$ cat config.mk
export PLATFORM = sky130hd
export DESIGN_NAME = muldiv_unit
export DESIGN_NICKNAME = d
export VERILOG_FILES = /design/src/rtl/muldiv_unit.sv
export SDC_FILE = /design/constraint.sdc
export NUM_CORES = 1
export LEC_CHECK = 0
export ABC_AREA = 0
export CELL_PAD_IN_SITES_DETAIL_PLACEMENT = 0
export CELL_PAD_IN_SITES_GLOBAL_PLACEMENT = 1
export CORE_UTILIZATION = 40
export CTS_BUF_LIST = sky130_fd_sc_hd__clkbuf_4 sky130_fd_sc_hd__clkbuf_8
export DETAILED_ROUTE_END_ITERATION = 10
export MAX_ROUTING_LAYER = met4
export PLACE_DENSITY_LB_ADDON = 0.1
export SLEW_MARGIN = 10
export SYNTH_ARGS = -nofsm -noshare
export SYNTH_HDL_FRONTEND = slang
export SYNTH_SLANG_ARGS = --single-unit
$ cat constraint.sdc
create_clock -name clk -period 9.4 [get_ports clk]
set_input_delay 2.82 -clock clk [delete_from_list [all_inputs] [get_ports clk]]
set_output_delay 2.82 -clock clk [all_outputs]
set_load 0.01 [all_outputs]
$ cat src/rtl/muldiv_unit.sv
// Multi-cycle signed multiply/divide/modulo engine for the HMMM datapath.
// Shift-add multiplier and restoring divider run on operand magnitudes, then a sign-fix step.
module muldiv_unit #(
  parameter int unsigned WIDTH = 16
) (
  input  logic             clk,
  input  logic             reset,
  input  logic             start,
  input  logic [1:0]       op,
  input  logic [WIDTH-1:0] a,
  input  logic [WIDTH-1:0] b,
  output logic             busy,
  output logic             done,
  output logic [WIDTH-1:0] result,
  output logic             div_by_zero
);

  localparam int unsigned CW = (WIDTH > 2) ? $clog2(WIDTH) : 1;

  typedef enum logic [1:0] {IDLE, PREP, ITER, FIX} state_t;

  state_t           state;
  logic [1:0]       op_r;
  logic [WIDTH-1:0] a_r, b_r;
  logic             sign_a, sign_b;
  logic [WIDTH-1:0] work_a, work_b, acc;
  logic [CW-1:0]    counter;

  logic [WIDTH:0]   shifted, diff;
  logic [WIDTH-1:0] fix_result;
  logic             fix_dbz;

  // work_a holds the multiplier (mul) or dividend shifting into quotient (div/mod);
  // acc holds the running product or partial remainder.
  always_comb begin
    shifted = {acc, work_a[WIDTH-1]};
    diff    = shifted - {1'b0, work_b};
  end

  always_comb begin
    fix_result = '0;
    fix_dbz    = 1'b0;
    case (op_r)
      2'b00: fix_result = (sign_a ^ sign_b) ? -acc : acc;
      2'b01: begin
        if (b_r == '0) fix_dbz = 1'b1;
        else           fix_result = (sign_a ^ sign_b) ? -work_a : work_a;
      end
      2'b10: begin
        if (b_r == '0) fix_dbz = 1'b1;
        else           fix_result = sign_a ? -acc : acc;
      end
      default: ;
    endcase
  end

  always_ff @(posedge clk or posedge reset) begin
    if (reset) begin
      state       <= IDLE;
      op_r        <= '0;
      a_r         <= '0;
      b_r         <= '0;
      sign_a      <= 1'b0;
      sign_b      <= 1'b0;
      work_a      <= '0;
      work_b      <= '0;
      acc         <= '0;
      counter     <= '0;
      busy        <= 1'b0;
      done        <= 1'b0;
      result      <= '0;
      div_by_zero <= 1'b0;
    end else begin
      done <= 1'b0;
      case (state)
        IDLE: begin
          if (start) begin
            op_r  <= op;
            a_r   <= a;
            b_r   <= b;
            busy  <= 1'b1;
            state <= PREP;
          end
        end
        PREP: begin
          sign_a  <= a_r[WIDTH-1];
          sign_b  <= b_r[WIDTH-1];
          work_a  <= a_r[WIDTH-1] ? -a_r : a_r;
          work_b  <= b_r[WIDTH-1] ? -b_r : b_r;
          acc     <= '0;
          counter <= CW'(WIDTH - 1);
          state   <= ITER;
        end
        ITER: begin
          if (op_r == 2'b00) begin
            if (work_a[0]) acc <= acc + work_b;
            work_a <= work_a >> 1;
            work_b <= work_b << 1;
          end else if (!diff[WIDTH]) begin
            acc    <= diff[WIDTH-1:0];
            work_a <= {work_a[WIDTH-2:0], 1'b1};
          end else begin
            acc    <= shifted[WIDTH-1:0];
            work_a <= {work_a[WIDTH-2:0], 1'b0};
          end
          counter <= counter - CW'(1);
          if (counter == '0) state <= FIX;
        end
        FIX: begin
          result      <= fix_result;
          div_by_zero <= fix_dbz;
          done        <= 1'b1;
          busy        <= 1'b0;
          state       <= IDLE;
        end
        default: state <= IDLE;
      endcase
    end
  end

endmodule

# Word level (Yosys, flattened, before mapping)
# Index checks and enable logic that the tools add are counted.
# word_totals
ff_bits	109
latchBits	0
ram_bits	0
rom_bits	0
inputBits	37
out_inout_bits	19
word_cells	69
mem_count	0
# classes
n_addsub	7
mul	0
div	0
n_lt_le_gt_ge	0
n_eq_ne	9
shifts	0
mux	26
n_bitwise	1
reduce_logical	12
# op_table
operator	count
2-to-1 mux 16 bit	12
one-hot mux 16 bit (2 select lines)	3
negator 16 bit	4
one-hot mux 16 bit (3 select lines)	1
subtractor 17 x 16 -> 17 bit	1
adder 16 bit	1
zero test 16 bit	1
AND reduction 2 bit	5
one-hot mux 2 bit (4 select lines)	1
one-hot mux 4 bit (2 select lines)	1
equality test 2 bit (second input constant)	3
inequality test 2 bit (second input constant)	3
2-to-1 mux 1 bit	5
equality test 2 x 1 -> 1 bit (second input constant)	2
zero test 2 bit	2
zero test 4 bit	1
2-to-1 mux 2 bit	2
nonzero test 2 bit	2
subtractor 4 x 1 -> 4 bit (second input constant)	1
inequality test 3 bit (second input constant)	1
one-hot mux 1 bit (2 select lines)	1
OR reduction 2 bit	1
XOR 1 bit	1

# Depth between registers and ports, before layout
# logic_depth
ltp_word	4
ltp_mapped	12
ltp_nobuf	11

# Least setup slack after synthesis
# No wires, ideal clock.
# synth_path
path_kind	input -> register
start	in start
end	reg a_r[0]
setup_time_ns	0.125
t_arrival_ns	3.700
required_time_ns	9.275
slack_ns	5.576
path_stages	3
path_buffers	1
path_cell_list	nand2_1 -> clkbuf_1 -> mux2_2
# synth_via
elab_chain_cells	1
# synth_lines
element	line	rtl
start, declared	8	input logic start,
AND reduction 2 bit (no line)	n/a	
end signal, assigned	61	a_r <= '0;
end signal, assigned	79	a_r <= a;
end, declared	24	logic [WIDTH-1:0] a_r, b_r;
# Every way passes these cells.
# A chain may end at the register's enable or synchronous reset.

# Final worst setup path
# layout_path
start	reg busy
end	out busy
# layout_lines
element	line	rtl
start, declared	12	output logic busy,
start signal, assigned	69	busy <= 1'b0;
start signal, assigned	81	busy <= 1'b1;
start signal, assigned	113	busy <= 1'b0;
# No word-level cell between the ends.

==> metrics.md <==
| Metric | Value |
|---|---|
| Top_reg_cell synth | dfrtp_1 |
| Hold buffer count at CTS | 0 |
| Peak VDD IR | 162.5 µV |
| DR pass1 iterations | 5 |
| Achievable Freq | 0.2410 GHz |
| Largest net degree at the start of global routing | 72 |
| Initial Utilization | 41.37% |
| Die footprint | 20970 µm² |
| Vias in the first global route | 6449 |
| Top cell family by delay on the critical path | buffers and inverters |
| IO Pins | 56 |
| HPWL after DPL | 15740 µm |
| Post-DRT Antenna Nets | 0 |
| Clock buffer depth | 2 |
| Warnings from Yosys | 0 |
| NumNets Final | 1053 |
| Worst hold path class | flop to flop |
| Commonest non-fill, non-tap cell in the layout | dfrtp_1 |
| Critical Path AT | 1330 ps |
| Crit Path Category | flop to primary output |
| R2R depth | 12 |
| Power per standard cell area | 402.2 nW/µm² |
| Wire length per cell | 17.22 µm |
| Fin crit period | 4150 ps |
| WP data required | 6580 ps |
| First-pass GRT wire length | 35280 µm |
| Inserted Clock Buffers | 9 |
| Setup tns final | 0 ps |
| Hold Crit Depth | 2 |
| Core area | 19720 µm² |
| Worst slew margin | 23.41% |
| FF-to-FF Start | work_a[15] |
| CP endpoint kind | primary output |
| Static Leak | 3.772 nW |
| Worst r2r dst | acc[10] |
| DP Area | 8902 µm² |
| Max Slew Vio Count | 0 |
| Register bit total from synthesis | 109 |
| P&R area growth vs syn | 11.40% |
| Clock transition at path regs | 110 ps |
| Cell variety after synth | 69 |
| Port Buffers | 55 |
| MaxCap Viol Count | 0 |
| Syn nets | 1032 |
| Mapped Avg Cell Area | 8.596 µm² |
| Post-synthesis async set-or-reset flop share | 100.0% |
| Number of cells upsized or downsized after cts | 0 |
| Crit path launch | busy |
| Post-CTS Setup Repair Bufs | 0 |
| Root Buffer | clkbuf_8 |
| Gr usage total | 22.58% |
| Initial drt markers | 406 |
| Drc violations | 0 |
| R2R Setup Slk | 6010 ps |
| RSZ-0062 raised after global routing | false |
| Clock sinks | 109 |
| Design Area, Final | 9087 µm² |
| H-tree depth | 3 |
| Startpoint Class | flop |
| Die W | 144.8 µm |
| Vias | 6745 |
| Synth Instances | 949 |
| Sum of buffers and inverters on the critical path | 1 |
| CTS tree | done |
| Fill cell count | 2040 |
| Clock Latency Late Sink | 400 ps |
| Post-synth EDFFs | 0 |
| Congestion Overflow GR | 0 |
| Util after Layout | 46.09% |
| Die span in y | 144.8 µm |
| HP Start | result[11] |
| Outcome | finished, final reports clean |
| Commonest non-fill, non-tap cells in the layout | 109 x dfrtp_1, 101 x nand2_1, 73 x o21ai_0, 69 x inv_1, 62 x xnor2_1 |
| Placer Congestion | 0.8785 |
| Initial antenna violation count | 0 |
| Mapped cell area | 8158 µm² |
| Worst Hold Path EP | result[11] |
| Rows | 51 |
| Crit path max fanout | 3 |
| Slowest stage delay, CP | 550 ps |
| Via/cell ratio | 5.440 |
| Tightest Pin Transition | 1149 ps |
| Final Setup Violations | 0 |
| Diode count | 0 |
| Worst-path cell chain | clkdlybuf4s50_1 |
| Worst clock skew | 10.33 ps |
| Total design power | 3.655 mW |
| Final worst-path cycle share | 44.15% |
| Sequential fraction of the synthesis area | 33.44% |
| Share of post-route cells with drive strength above 1 | 7.795% |
| Endpoints failing hold | 0 |
| Worst-case hold slack | 517.5 ps |
| CP max-delay cell | clkdlybuf4s50_1 |
| Routed WL | 21360 µm |
## worst max path at each step
stage               slack, ps          to  cells after the start
CTS                      5180  result[14]                      3
global route             5010  result[14]                      3
finish                   5250        busy                      1
floorplan                3710      a_r[0]                      1
global placement         4750  result[11]                      3
detailed placement       4740  result[11]                      3
## per-layer routing
metal	up-vias	GRT usage (%)	routed length (µm)
li1	3433	-	-
met1	3158	33.44	11350
met2	128	31.07	8663
met3	26	3.685	824
met4	0	6.704	521
met5	-	-	0
## registers in the layout, summed over array words and instances (netlist names), 2 cells and up
signal	count
work_a	16
op_r	2
work_b	16
b_r	16
a_r	16
result	16
counter	4
acc	16
state	2
## cell usage after synthesis, types with 16 or more instances
cell type  instances  share of area (%)
dfrtp_1          109                 33
nand2_1          101                4.6
o21ai_0           73                4.5
inv_1             70                3.2
xnor2_1           62                6.7
a21oi_1           49                3.0
nor2_1            45                2.1
ha_1              44                6.7
clkbuf_1          43                2.0
mux2_2            36                5.0
o211ai_1          33                3.0
xor2_1            30                3.2
o22ai_1           21                1.6
a22oi_1           17                1.6
nand2b_1          17                1.3
nor3_1            16               0.98
## power breakdown
part,switching [mW],total [mW],internal (mW)
logic,1.33,2.36,1.03
registers,0.316,1.00,0.684
clock network,0.186,0.291,0.105
## per-stage QoR
step           cells  setup slack [ps]
2_1_floorplan    949              3706
3_3_place_gp    1224              4750
3_5_place_dp    1224              4741
4_1_cts         1240              5185
5_1_grt         1240              5014
6_report        1240              5250
## layout make-up
cell class	instances	area, µm²	share of cell area [%]
multi-input combinational	716	4960	54.58
sequential	109	2728	30.02
timing repair buffer	64	618.1	6.802
tap	265	331.6	3.649
inverter	70	265.3	2.919
clock buffer	10	131.4	1.446
clock inverter	6	53.80	0.5920
## worst min-delay path, cell delays in order, from the launching register on
cell      delay [ps]
dfrtp_1          360
nand2b_1          60
o221ai_1          60
## logic make-up (layout without fill, tap and decap cells)
group	count (synthesis)	count (layout)	share of synthesized area (%)
buf+inv	124	150	5.828
flops	109	109	33.44
compound gates	298	298	23.76
simple gates	236	236	13.83
mux	43	43	5.828
fa+ha+maj	46	46	7.239
xor+xnor	93	93	10.08
No activity file was read; power rests on OpenSTA's default activity.
